## src/rtl/mul_eval_pkg.sv

```systemverilog
// Shared types and default sizing for the exhaustive multiplier error sweep.
package mul_eval_pkg;

    localparam int DEF_ET   = 2;
    localparam int DEF_OPW  = 2;
    localparam int PW       = 2 * DEF_OPW;
    localparam int NVEC     = 1 << PW;

    typedef enum logic [1:0] {
        ST_IDLE = 2'd0,
        ST_RUN  = 2'd1,
        ST_DONE = 2'd2
    } state_t;

endpackage

```

## src/rtl/mul_exact.sv

```systemverilog
// Golden reference multiplier: unsigned OPW x OPW -> 2*OPW product, combinational.
`default_nettype none

module mul_exact
    import mul_eval_pkg::*;
#(
    parameter int OPW = DEF_OPW
)(
    input  logic [OPW-1:0]   i_a,
    input  logic [OPW-1:0]   i_b,
    output logic [2*OPW-1:0] o_p
);

    assign o_p = (2*OPW)'(i_a) * (2*OPW)'(i_b);

endmodule

`default_nettype wire

```

## src/rtl/mul_err_sweep.sv

```systemverilog
// Drives every operand pair into an external multiplier and accumulates error statistics.
`default_nettype none

module mul_err_sweep
    import mul_eval_pkg::*;
#(
    parameter int ET  = DEF_ET,
    parameter int OPW = DEF_OPW
)(
    input  logic                 clk,
    input  logic                 rst_n,
    input  logic                 start,
    output logic [2*OPW-1:0]     dut_in,
    input  logic [2*OPW-1:0]     dut_out,
    output logic                 busy,
    output logic                 done,
    output logic                 pass,
    output logic [2*OPW-1:0]     max_err,
    output logic [2*OPW:0]       err_count,
    output logic [2*OPW+3:0]     err_sum,
    output logic [2*OPW-1:0]     first_fail
);

    localparam int c_PW = 2 * OPW;

    state_t              r_state;
    logic [c_PW-1:0]     r_vec;
    logic [c_PW-1:0]     r_max_err;
    logic [c_PW:0]       r_err_cnt;
    logic [c_PW+3:0]     r_err_sum;
    logic [c_PW-1:0]     r_first_fail;
    logic                r_sticky;
    logic                r_pass;

    logic [c_PW-1:0]     w_ref;
    logic [c_PW-1:0]     w_err;
    logic                w_fail;
    logic                w_last;
    logic                w_cnt_sat;
    logic [c_PW:0]       w_cnt_next;
    logic [c_PW+4:0]     w_sum_ext;

    mul_exact #(
        .OPW (OPW)
    ) u_ref (
        .i_a (r_vec[OPW-1:0]),
        .i_b (r_vec[c_PW-1:OPW]),
        .o_p (w_ref)
    );

    // Ordering the subtraction keeps the magnitude exact at product width.
    assign w_err      = (dut_out >= w_ref) ? (dut_out - w_ref) : (w_ref - dut_out);
    assign w_fail     = (32'(w_err) > ET);
    assign w_last     = &r_vec;
    assign w_cnt_sat  = &r_err_cnt;
    assign w_cnt_next = (w_fail && !w_cnt_sat) ? (r_err_cnt + (c_PW+1)'(1)) : r_err_cnt;
    assign w_sum_ext  = {1'b0, r_err_sum} + (c_PW+5)'(w_err);

    always_ff @(posedge clk or negedge rst_n) begin
        if (!rst_n) begin
            r_state      <= ST_IDLE;
            r_vec        <= '0;
            r_max_err    <= '0;
            r_err_cnt    <= '0;
            r_err_sum    <= '0;
            r_first_fail <= '0;
            r_sticky     <= 1'b0;
            r_pass       <= 1'b0;
        end else begin
            case (r_state)
                ST_IDLE: begin
                    if (start) begin
                        r_state      <= ST_RUN;
                        r_vec        <= '0;
                        r_max_err    <= '0;
                        r_err_cnt    <= '0;
                        r_err_sum    <= '0;
                        r_first_fail <= '0;
                        r_sticky     <= 1'b0;
                        r_pass       <= 1'b0;
                    end
                end
                ST_RUN: begin
                    r_vec     <= r_vec + c_PW'(1);
                    r_err_cnt <= w_cnt_next;
                    r_err_sum <= w_sum_ext[c_PW+4] ? '1 : w_sum_ext[c_PW+3:0];
                    if (w_err > r_max_err) begin
                        r_max_err <= w_err;
                    end
                    if (w_fail && !r_sticky) begin
                        r_first_fail <= r_vec;
                        r_sticky     <= 1'b1;
                    end
                    // Verdict is formed with the last vector folded in so it is valid with done.
                    if (w_last) begin
                        r_state <= ST_DONE;
                        r_pass  <= (w_cnt_next == '0);
                    end
                end
                ST_DONE: begin
                    r_state <= ST_IDLE;
                end
                default: begin
                    r_state <= ST_IDLE;
                end
            endcase
        end
    end

    assign dut_in     = r_vec;
    assign busy       = (r_state == ST_RUN);
    assign done       = (r_state == ST_DONE);
    assign pass       = r_pass;
    assign max_err    = r_max_err;
    assign err_count  = r_err_cnt;
    assign err_sum    = r_err_sum;
    assign first_fail = r_first_fail;

endmodule

`default_nettype wire
```

## config.mk

```make
export PLATFORM = sky130hd
export DESIGN_NAME = mul_err_sweep
export DESIGN_NICKNAME = d
export VERILOG_FILES = /design/src/rtl/mul_eval_pkg.sv /design/src/rtl/mul_exact.sv /design/src/rtl/mul_err_sweep.sv
export SDC_FILE = /design/constraint.sdc
export NUM_CORES = 1
export LEC_CHECK = 0
export ABC_AREA = 1
export CORE_AREA = 4 4 69 71
export CTS_CLUSTER_SIZE = 24
export DETAILED_ROUTE_END_ITERATION = 10
export DIE_AREA = 0 0 73 75
export PLACE_DENSITY = 0.76
export SKIP_CTS_REPAIR_TIMING = 1
export SLEW_MARGIN = 25
export SYNTH_ARGS = -nofsm -noshare
export SYNTH_HDL_FRONTEND = slang
export SYNTH_HIERARCHICAL = 1
export SYNTH_SLANG_ARGS = --single-unit
```

## constraint.sdc

```tcl
create_clock -name clk -period 6.8 [get_ports clk]
set_clock_uncertainty 0.2 [all_clocks]
set_input_delay 1.36 -clock clk [delete_from_list [all_inputs] [get_ports clk]]
set_output_delay 1.36 -clock clk [all_outputs]
set_load 0.05 [all_outputs]
```

==> impl_metrics.json <==
{
  "status": "finished, final reports clean",
  "grtUsageMet1_pct": 21.9,
  "die_area_um2": 5480,
  "grt_max_degree": 30,
  "fin_crit_sh_pct": 66.7,
  "synth_top_area_share_pct": 35.0,
  "cts_root_buf": "clkbuf_8",
  "synth_seq_cells": 29,
  "area_growth_pct": 23.1,
  "power_density_nw_per_um2": 456,
  "clock_latency_ps": 290,
  "final_cell_mix": "nand2_1 (57), inv_1 (47), clkdlybuf4s50_1 (34), dfrtp_1 (29), o21ai_0 (25)",
  "ys_types": 30,
  "clkTransAtPathRegs_ps": 70,
  "vias_per_cell": 5.20,
  "die_h_um": 75,
  "grt_usage_pct": 18.1,
  "hold_depth": 2,
  "antenna_found_initial": 0,
  "final_common_cell": "nand2_1",
  "max-slew-margin-rel_pct": 66.3,
  "ys.warnings.count": 6,
  "grtUsageMet3_pct": 3.60,
  "dpl.hpwl_mm": 3.47,
  "grt_first_pass_wirelength_mm": 7.63,
  "worst_pin_slew_ps": 504,
  "layout-drive-gt1-share_pct": 9.93,
  "drt-initial-drc-count": 78,
  "cap_violations": 0,
  "leakagePower_uw": 0.00128,
  "synth_area_leader_cell": "dfrtp_1",
  "syn-num-nets": 292,
  "coreArea_um2": 4230,
  "r2r_cells": 17,
  "n_antenna_cell": 0,
  "antenna_left": 0,
  "rsz0062_at_grt": "false",
  "vdd_drop_max_mv": 0.290,
  "synth.area.top_cells": "dfrtp_1 (35%), ha_1 (12%), nand2_1 (10%)",
  "cp-start-kind": "input pin",
  "grt-busiest-layer": "met2",
  "worstPathArrival_ps": 4550,
  "io-pin-count": 35,
  "place_congestion": 0.873,
  "syn_inst": 262,
  "syn_avg_cell_area_um2": 7.91,
  "setup_violations": 0,
  "final_util_pct": 60.3,
  "vias": 1840,
  "die_width_um": 73,
  "cts_inserted_buffers": 5,
  "portBuffers": 34,
  "htreeDepth": 2,
  "hold_viol_final": 0,
  "wl_mm": 4.49,
  "use_met2_pct": 31.7,
  "fmax_ghz": 0.220,
  "ys_seq_area_share_pct": 35.0,
  "worst-path-max-fanout": 5,
  "ctsLongestPathBuffers": 2,
  "cts.sinks": 29,
  "gr-total-overflow": 0,
  "end_kind": "flop",
  "wl_per_cell_um": 12.7,
  "final_nets": 331,
  "cts_tree": "done",
  "worstPathRequired_ps": 6810,
  "start_util_pct": 48.9,
  "fillers": 384,
  "drc_errors": 0,
  "syn_area_um2": 2070,
  "rows": 24,
  "tns_ps": 0,
  "crit_type": "in -> reg",
  "grt_pass1_vias": 1757,
  "firstDrtPassIters": 4,
  "hp-class": "reg -> reg",
  "drv_slew": 0,
  "min_period_ps": 4540
}
## final timing paths
path | slack [ps] | start | endpoint
setup / recovery | 2260 | dut_out[0] | err_sum[1]
hold / removal | 280 | pass | pass
setup reg to reg | 2900 | dut_in[0] | err_sum[1]
hold reg to reg | 280 | pass | pass
max in group asynchronous | 4860 | rst_n | err_count[0]
min in group asynchronous | 1260 | rst_n | err_count[2]
## cell families after synthesis
kind of cell               after synthesis  synth area share (%)
adders and majority gates               23                  15.0
DFF                                     29                  35.0
xor gates and xnor gates                 4                  1.69
and+or+nand+nor                        108                  26.4
buffers and inverters                   54                  10.2
AOI/OAI and AO/OA                       44                  11.7
## per-stage QoR
stage               hold WS [ps]  setup slack [ps]  cells  total power [uW]  area [um2]
floorplan                    319              2790    262               814        2070
global placement             267              2120    346              1010        2460
detailed placement           270              1960    346              1020        2460
CTS                          291              2290    354              1170        2550
global route                 310              2030    354              1260        2550
finish                       284              2260    354              1160        2550
## per-layer routing
metal | vias to the layer above | routed length, um
met4 | 0 | 65
met2 | 28 | 2220
li1 | 928 | -
met5 | - | 0
met3 | 6 | 139
met1 | 878 | 2070
## state kept, by name (all words and copies together) (netlist names)
name / count
first_fail: 4
pass: 1
max_err: 4
dut_in: 4
err_sum: 8
r_sticky: 1
err_count: 5
r_state: 2
## cells in the mapped netlist, drive strengths merged
cell,instances
nand2,66
nor2,10
clkbuf,1
buf,2
a21oi,10
nand4,5
or2,1
xor2,2
ha,20
nand3,22
o31ai,1
inv,51
a31oi,1
fa,3
nand3b,3
o22ai,5
a22o,2
nor3,1
o21ai,25
dfrtp,29
xnor2,2
## report_power, final
part / leakage [uW] / internal, uW / switching (uW)
clock: 0.0000439 / 70.5 / 73.1
sequential: 0.000382 / 236 / 56.4
combinational: 0.000849 / 240 / 488
## final cells by class
class / count / area (um2) / area share [%]
clock buffers: 5 / 68.8 / 2.70
clock inverters: 3 / 17.5 / 0.687
inverters: 51 / 191 / 7.50
multi-input cells: 179 / 1130 / 44.5
flip-flops and latches: 29 / 726 / 28.4
well taps: 52 / 65.1 / 2.55
repair buffers: 35 / 348 / 13.6
## worst max-delay path: stages
cell and delay (ps):
clkdlybuf4s50_1 450, inv_1 70, ha_1 140, inv_1 60, fa_1 400, inv_1 110
nand2_4 60, nand2_4 70, nand2_4 60, nand2_1 80, nand2_1 110, fa_1 460
o21ai_0 360, nand2_1 140, nor3_1 390, o21ai_0 130, o21ai_0 90
No activity file was read; power rests on OpenSTA's default activity.
